### src/rtl/dmem_store_buffer.sv
// dmem_store_buffer: posted-write store buffer between the execute-stage data
// port and data memory. Stores retire into a circular FIFO in one cycle and
// drain to memory in the background. Loads that hit a buffered address are
// forwarded from the youngest matching entry without stalling. Loads that miss
// stall the core and are issued to memory ahead of any pending drain.
module dmem_store_buffer #(
  parameter int DEPTH = 4,
  parameter int AW    = 32,
  parameter int DW    = 32
) (
  input  logic          clk,
  input  logic          rst,
  input  logic          core_write,
  input  logic          core_read,
  input  logic [AW-1:0] core_addr,
  input  logic [DW-1:0] core_wdata,
  output logic [DW-1:0] core_rdata,
  output logic          core_stall,
  output logic          empty,
  output logic          mem_req,
  output logic          mem_we,
  output logic [AW-1:0] mem_addr,
  output logic [DW-1:0] mem_wdata,
  input  logic          mem_ready,
  input  logic [DW-1:0] mem_rdata
);

  localparam int PW = $clog2(DEPTH);
  localparam logic [PW:0]   CNT_FULL = (PW+1)'(DEPTH);
  localparam logic [PW:0]   CNT_ONE  = (PW+1)'(1);
  localparam logic [PW-1:0] PTR_ONE  = PW'(1);

  typedef enum logic [1:0] {
    IDLE  = 2'd0,
    DRAIN = 2'd1,
    LOAD  = 2'd2
  } state_t;

  logic [AW-1:0] addr_mem [DEPTH];
  logic [DW-1:0] data_mem [DEPTH];
  logic [PW-1:0] head;
  logic [PW-1:0] tail;
  logic [PW:0]   count;

  state_t        state;
  state_t        state_next;
  logic          mem_req_next;
  logic          mem_we_next;
  logic [AW-1:0] mem_addr_next;
  logic [DW-1:0] mem_wdata_next;

  logic          full;
  logic          push;
  logic          pop;
  logic          read_req;
  logic          hit;
  logic [DW-1:0] hit_data;
  logic          miss_pending;
  logic          load_done;

  // Handshake qualifiers; a simultaneous write+read is treated as a write only.
  assign full         = (count == CNT_FULL);
  assign read_req     = core_read & ~core_write;
  assign push         = core_write & ~full;
  assign pop          = (state == DRAIN) & mem_req & mem_ready;
  assign load_done    = (state == LOAD) & mem_req & mem_ready;
  assign miss_pending = read_req & ~hit;
  assign empty        = (count == '0) & (state == IDLE);

  // Forwarding search: walk oldest to youngest so the youngest match wins.
  always_comb begin
    hit      = 1'b0;
    hit_data = '0;
    for (int k = 0; k < DEPTH; k++) begin
      logic match;
      match    = ((PW+1)'(k) < count) && (addr_mem[head + PW'(k)] == core_addr);
      hit      = hit | match;
      hit_data = match ? data_mem[head + PW'(k)] : hit_data;
    end
  end

  // Core-side response: forwarded data, completed read data, otherwise zero.
  always_comb begin
    core_stall = (core_write & full) | (miss_pending & ~load_done);
    if (read_req && hit) begin
      core_rdata = hit_data;
    end else if (load_done) begin
      core_rdata = mem_rdata;
    end else begin
      core_rdata = '0;
    end
  end

  // Entry storage: capture address and data at the tail on an accepted store.
  always_ff @(posedge clk) begin
    if (push) begin
      addr_mem[tail] <= core_addr;
      data_mem[tail] <= core_wdata;
    end
  end

  // Pointer and occupancy bookkeeping; enqueue and pop may coincide.
  always_ff @(posedge clk) begin
    if (rst) begin
      head  <= '0;
      tail  <= '0;
      count <= '0;
    end else begin
      if (push) tail <= tail + PTR_ONE;
      if (pop)  head <= head + PTR_ONE;
      case ({push, pop})
        2'b10:   count <= count + CNT_ONE;
        2'b01:   count <= count - CNT_ONE;
        default: count <= count;
      endcase
    end
  end

  // Memory-side state and registered request outputs.
  always_ff @(posedge clk) begin
    if (rst) begin
      state     <= IDLE;
      mem_req   <= 1'b0;
      mem_we    <= 1'b0;
      mem_addr  <= '0;
      mem_wdata <= '0;
    end else begin
      state     <= state_next;
      mem_req   <= mem_req_next;
      mem_we    <= mem_we_next;
      mem_addr  <= mem_addr_next;
      mem_wdata <= mem_wdata_next;
    end
  end

  // Next-state: load misses take priority over draining; outputs hold until ready.
  always_comb begin
    state_next     = state;
    mem_req_next   = mem_req;
    mem_we_next    = mem_we;
    mem_addr_next  = mem_addr;
    mem_wdata_next = mem_wdata;
    case (state)
      IDLE: begin
        if (miss_pending) begin
          state_next     = LOAD;
          mem_req_next   = 1'b1;
          mem_we_next    = 1'b0;
          mem_addr_next  = core_addr;
          mem_wdata_next = '0;
        end else if (count != '0) begin
          state_next     = DRAIN;
          mem_req_next   = 1'b1;
          mem_we_next    = 1'b1;
          mem_addr_next  = addr_mem[head];
          mem_wdata_next = data_mem[head];
        end else begin
          state_next     = IDLE;
        end
      end
      DRAIN, LOAD: begin
        if (mem_req && mem_ready) begin
          state_next   = IDLE;
          mem_req_next = 1'b0;
        end else begin
          state_next   = state;
        end
      end
      default: begin
        state_next   = IDLE;
        mem_req_next = 1'b0;
      end
    endcase
  end

endmodule
### config.mk
export PLATFORM = sky130hd
export DESIGN_NAME = dmem_store_buffer
export DESIGN_NICKNAME = d
export VERILOG_FILES = /design/src/rtl/dmem_store_buffer.sv
export SDC_FILE = /design/constraint.sdc
export NUM_CORES = 1
export LEC_CHECK = 0
export CAP_MARGIN = 40
export CORE_ASPECT_RATIO = 0.75
export CORE_MARGIN = 2
export CORE_UTILIZATION = 51
export DETAILED_ROUTE_END_ITERATION = 8
export PLACE_DENSITY = 0.74
export SLEW_MARGIN = 20
export SYNTH_ARGS = -nofsm -noshare
export SYNTH_HDL_FRONTEND = slang
export SYNTH_SLANG_ARGS = --single-unit
export TNS_END_PERCENT = 100
### constraint.sdc
create_clock -name clk -period 4.3 [get_ports clk]
set_input_delay 0.43 -clock clk [delete_from_list [all_inputs] [get_ports clk]]
set_output_delay 0.43 -clock clk [all_outputs]
set_load 0.1 [all_outputs]
Word level (Yosys, flattened, before mapping). Memory sizes are Yosys's and may differ from the RTL's. A register that Yosys moved wholly into a read port is not among the register bits. Index checks and enable logic that the tools add are counted.

Input port bits: 101. Logic and storage cells: 89. Flip-flop bits (word level): 75. Memory bits (writable): 256. Memories: 2.

Bitwise logic cells: 18. Reductions and logical operators: 14. Multiplexer cells: 26. Add/subtract/negate cells: 6. $lt $le $gt $ge: 4. Eq/ne operators: 11.

Memory list: addr_mem (depth 4, bits a word 32, rd ports 4, clocked after Yosys merged registers in 1, write ports 1, line 39) `logic [AW-1:0] addr_mem [DEPTH];`; data_mem (depth 4, bits a word 32, rd ports 4, clocked after Yosys merged registers in 1, write ports 1, line 40) `logic [DW-1:0] data_mem [DEPTH];`.

Operators with widths (number): $mux 32 (10); $eq 32x32->1 (4); $mux 2 (6); $and 1x1->1 (10); $mux 1 (7); $logic_and 1x1->1 (6); $lt 1x3->1 const A (2); $lt 2x3->1 const A (2); $pmux 3 s2 (1); $add 2x1->2 const B (2); $add 2x2->2 const B (2); $eq 2x1->1 const B (2); $eq 2x2->1 const B (2); $not 1->1 (4); $or 1x1->1 (4); $pmux 2 s2 (1); $reduce_and 2->1 (2); $reduce_bool 2->1 (2); $add 3x1->3 const B (1); $eq 3x3->1 const B (1); $logic_not 3->1 (1); $ne 3x2->1 const B (1); $reduce_bool 3->1 (1); $sub 3x1->3 const B (1); 4 further kinds (4).

Depth between registers and ports, before layout. An unclocked memory read counts as a cell.

Depth in word-level cells: 11. Gate-level depth with buffers: 17.

Worst setup path before layout. Ideal clock, no wire load.

Path type: reg-to-output. Start: reg head[0]. End: out core_stall. Path buffers: 6. Arrival: 4.412 ns. Stages on the path, launching flop included: 15. Data required time: 3.870 ns. Path slack: -0.542 ns. Cells stage by stage: dfxtp_1 > buf_6 > buf_6 > buf_6 > buf_6 > buf_6 > buf_6 > mux4_2 > xnor2_1 > o2111ai_1 > nor3_1 > nand4_1 > nor2b_4 > nand2_1 > o21ai_0.

Word-level cells in the longest chain between the ends: 11. Elaborated cells on any way between the ends: 17. Those cells by class: add/sub: 3; eq/ne: 3; bitwise: 7; reduce/logical: 3; memory: 1.

Ends and longest elaborated chain: from (decl) (line 41) `logic [PW-1:0] head;`; from (signal assigned) (line 110) `if (pop) head <= head + PTR_ONE;`; $add 2x1->2 (line 76) `match = ((PW+1)'(k) < count) && (addr_mem[head + PW'(k)] == core_addr);`; $mem_v2 4x32 *; $eq 32x32->1 (line 76); $logic_and 1x1->1 (line 76); $or 1x1->1 (2 in series) (line 77) `hit = hit | match;`; $or 1x1->1 * (line 77); $not 1->1 * (line 67) `assign miss_pending = read_req & ~hit;`; $and 1x1->1 * (line 67); $and 1x1->1 * (line 84) `core_stall = (core_write & full) | (miss_pending & ~load_done);`; $or 1x1->1 * (line 84); to (decl) (line 18) `output logic core_stall,`.

Mark *: on every way between the ends. The rest lies on a longest branch, timed or not.

Worst setup path in the final report.
Start: reg head[0]. End: out core_rdata[19].

Word-level cells in the longest chain between the ends: 9. Elaborated cells on any way between the ends: 19. Those cells by class: add/sub: 3; eq/ne: 3; mux: 4; bitwise: 3; reduce/logical: 4; memory: 2.

Ends and longest elaborated chain: $add 2x1->2 (line 76, 78); $mem_v2 4x32; $eq 32x32->1 (line 76); $logic_and 1x1->1 (line 76); $or 1x1->1 (3 in series) (line 77); $logic_and 1x1->1 (line 85) `if (read_req && hit) begin`; $mux 32 * (line 85); to (decl) (line 17) `output logic [DW-1:0] core_rdata,`.

Marked as above.

==> results by stage <==
Routing:
- The first detailed-routing pass took 6 iterations.
- The total wire length after detailed routing is 75500 µm.
- The DRC marker count from the first detailed-route iteration is approximately 2300.
- The number of remaining DRC errors is 0.
- The count of nets left with antenna violations once routing finished came out at 0.
- The average detailed-routed wire length per instance is 30.1 µm.
- In the routed layout, each cell is associated on average with a via count of about 6.9.
- The routed layout has 17245 vias.

Setup path:
- The worst setup path is captured at an output pin.
- The number of cells on the worst reg-to-reg path is 16.
- The start-to-end type of the worst setup path is register to output pin.
- At the worst endpoint, the required time is roughly 3900 ps.
- The worst register-to-register path begins at head[0].
- The critical-path maximum fanout is 25.
- The worst setup path is launched from a register.
- The most critical setup path has its startpoint at head[0].
- Data arrives at the worst endpoint at 4250 ps.

Place:
- The total half-perimeter wirelength after legalization and detailed placement is ~46000 µm.
- The final RePlAce weighted congestion is a little over 1.
- Once placement finished, the instance area stood at between 20000 and 30000 µm².
- Counting tap cells, the placed design contains a total of roughly 2400 instances.
- The port buffer count is 200.

GRT:
- The number of global-route vias before repair is approximately 16000.
- Global routing used approximately 46% of the available met1 tracks.
- The initial antenna violation count is 6.
- In the global route stage, overall resource usage came out at about a third.
- The first global-routing pass estimated approximately 100000 µm of wire.
- The pin count of the biggest net entering global routing is roughly 60.
- Global routing consumed, on the met2 layer, 48.9% of the routing resources.
- The busiest layer in global routing is met2.
- The final global-route overflow total is 0.
- Global routing consumed, on the met3 layer, 8.35% of the routing resources.

Logic synthesis:
- Averaged over all synthesized cells, the footprint is around 13 µm².
- The count of flip-flops with a built-in enable after synthesis is between 200 and 300.
- The cell area after synthesis is ~21000 µm².
- The synthesized instance count is around 1600.
- The number of flip-flops and latches in the synthesized netlist is around 330.
- For this run, the register share of the synthesized area comes to a little over two fifths.
- In this run, distinct cell masters in the synthesized netlist total between 60 and 70.
- The most common flop cell mapped by yosys is edfxtp_1.
- Yosys printed 0 warnings.
- The fraction of registers with async set or reset after synthesis is 0%.
- The net count after synthesis is 1753.

Floorplan:
- The floorplan die height is 180 µm.
- The horizontal die dimension is around 240 µm.
- The floorplan row count is 64.
- between 200 and 250 I/O pins were placed.
- The placeable core area is ~40000 µm².
- The die area is about 43000 µm².
- The initial standard-cell utilization of the core is about half.

Pwr:
- Across the VDD grid, the largest voltage drop is 325 µV.
- The analysis attributes to cell leakage a power of between 9 and 10 nW.
- Power comes to between 10 and 15 mW.
- The power density over cell area is 352 nW/µm².

Layout:
- The number of standard cells in the final layout excluding fillers is around 2500.
- The multi-input combinational cells in the finished layout cover a total of around 12000 µm².
- The area of all placed cells without fillers is between 20000 and 30000 µm².
- At the end of the flow, the number of nets in the layout was 2058.
- The area added between synthesis and finish is 37.6%.
- Leaving out fill and tap cells, the most frequent cell in the layout is edfxtp_1.
- Cells fill 71.0% of the core in the end.
- The filler cell count is between 2000 and 2500.
- In the layout the commonest cells are edfxtp_1, mux4_2, clkdlybuf4s50_1.
- Cells with a size suffix above 1 make up ~38% of the layout.
- In the final layout, flip-flops and latches occupy around 9200 µm².

Clocking:
- The H-tree was split into 2 levels.
- The clock net sink count is around 330.
- Buffers inserted during clock tree synthesis total 37.
- The clock passes through at most 3 buffers.
- The post-CTS clock slew at the launch and capture registers of the worst setup and hold paths is around 60 ps.
- CTS placed an instance of clkbuf_16 at the clock tree root.
- The later pin in the worst-skew pair is clocked with a latency of 560 ps.
- TritonCTS built the clock tree.

Timing:
- At the pin with the least slew margin, the transition time is approximately 740 ps.
- The worst hold slack across all endpoints is roughly 430 ps.
- The final clock period utilization by the worst path is 109%.
- Setup repair after global routing could not meet its margin everywhere.
- For the finished layout, the period the worst path requires is about 4700 ps.
- The smallest setup slack after layout is -383 ps.
- Headroom to the max-slew limit came out at between 50 and 60%.
- The final-report max-slew violation count is 0.
- The post-route clock skew is roughly 29 ps.
- The fmax is 0.214 GHz.
- Setup violations remaining at the end of the flow were counted as 32.
- The final number of hold-violating endpoints is 0.

Outcome:
- The checks that failed: setup timing.
- The flow ran to the end, but the final reports show violations.

Job:
- The max-cap violation count is 0.

Worst hold path:
- The worst hold path was traced through 2 stages.
- The worst hold path startpoint is rst.
- The type of the most critical hold path is input port to register.
## metal layers
layer  vias to the layer above  wire (µm)
li1                       7003          -
met1                      8714      28900
met2                      1288      33700
met3                       240       9840
met4                         0       3170
met5                         -          0
## report_power, final
| group | total, mW | internal, mW | leakage (nW) | switching (mW) |
|---|---|---|---|---|
| clock | 3.28 | 1.89 | 0.596 | 1.39 |
| combinational | 3.02 | 1.20 | 6.12 | 1.82 |
| sequential | 3.90 | 3.71 | 2.99 | 0.186 |
## critical path: stages (launching register included)
cell	delay, ps
dfxtp_4	440
buf_12	170
buf_4	170
buf_4	120
mux2i_2	280
o22ai_1	150
o21ai_1	300
nand4_1	200
or4_4	520
or2_4	310
buf_6	230
o221ai_1	170
a31oi_2	170
o21ai_4	210
buf_12	190
## what timing repair did
| item | CTS | global route |
|---|---|---|
| hold buffers | 0 | 0 |
| gates resized for setup | 113 | 129 |
| pin swaps | 14 | 49 |
| endpoints found under the setup margin | 33 | 33 |
| cloned | 4 | 10 |
| buffers inserted | 8 | 17 |
## synthesized netlist by cell type (4+ instances only)
master	instances	share of area (%)
a21oi_1	61	1.5
edfxtp_1	256	37
buf_1	25	0.45
buf_6	13	0.70
mux4_2	219	23
nor2b_1	38	1.1
a22oi_1	8	0.29
o221ai_1	32	1.3
clkbuf_1	73	1.3
nand3_1	39	0.93
and2_1	5	0.15
o2111ai_1	7	0.29
nor3_1	5	0.12
inv_1	104	1.9
nand4_1	23	0.68
buf_4	9	0.32
a211oi_1	11	0.39
o211a_1	17	0.81
mux2i_1	77	3.7
o21ai_0	6	0.14
nand2b_1	4	0.12
buf_2	37	0.88
nor2_1	55	0.98
a221oi_1	5	0.21
nor4_1	5	0.15
a31oi_1	34	1.0
xnor2_1	95	4.0
mux2_2	22	1.2
a2111oi_2	9	0.64
o22ai_1	6	0.18
or3_1	35	1.0
o21ai_1	32	0.76
dfxtp_1	77	7.3
xor2_1	23	0.96
nand2_1	117	2.1
and3b_1	5	0.21
ha_1	12	0.71
## per-stage QoR
| step | TNS [ps] | setup slack, ps |
|---|---|---|
| after global routing | -10210 | -371 |
| after detailed placement | 0 | 107 |
| after CTS | -5690 | -193 |
| final | -10030 | -383 |
| after global placement | 0 | 136 |
| after floorplan | -17090 | -534 |
## cell type report
| cell class | instances | share of cell area [%] |
|---|---|---|
| antenna | 6 | 0.0519 |
| sequential | 333 | 31.9 |
| clock buffer | 47 | 3.43 |
| tap | 528 | 2.28 |
| multi-input combinational | 1046 | 41.4 |
| clock inverter | 21 | 0.795 |
| inverter | 104 | 1.35 |
| timing repair buffer | 423 | 18.8 |
## cell families after synthesis
group,share of synthesized area [%]
AND/OR/NAND/NOR,8.10
buffers and inverters,5.50
flip-flops,43.9
multiplexers,28.3
AO/OA/AOI/OAI,8.63
XOR/XNOR,4.91
adder cells (fa/ha/maj),0.714
## flip-flops by register name (all words and copies together), names as in the netlist, named ones only
name / cells
state: 2
mem_wdata: 32
mem_addr: 32
mem_req: 1
count: 3
head: 2
mem_we: 1
addr_mem: 128
tail: 2
data_mem: 128
## worst paths after layout
kind | to | slack [ps]
hold / removal | register | 430
hold reg to reg | mem_wdata[23] | 450
setup / recovery | core_rdata[19] | -380
setup reg to reg | mem_wdata[31] | 160
No activity file was read; power rests on OpenSTA's default activity.
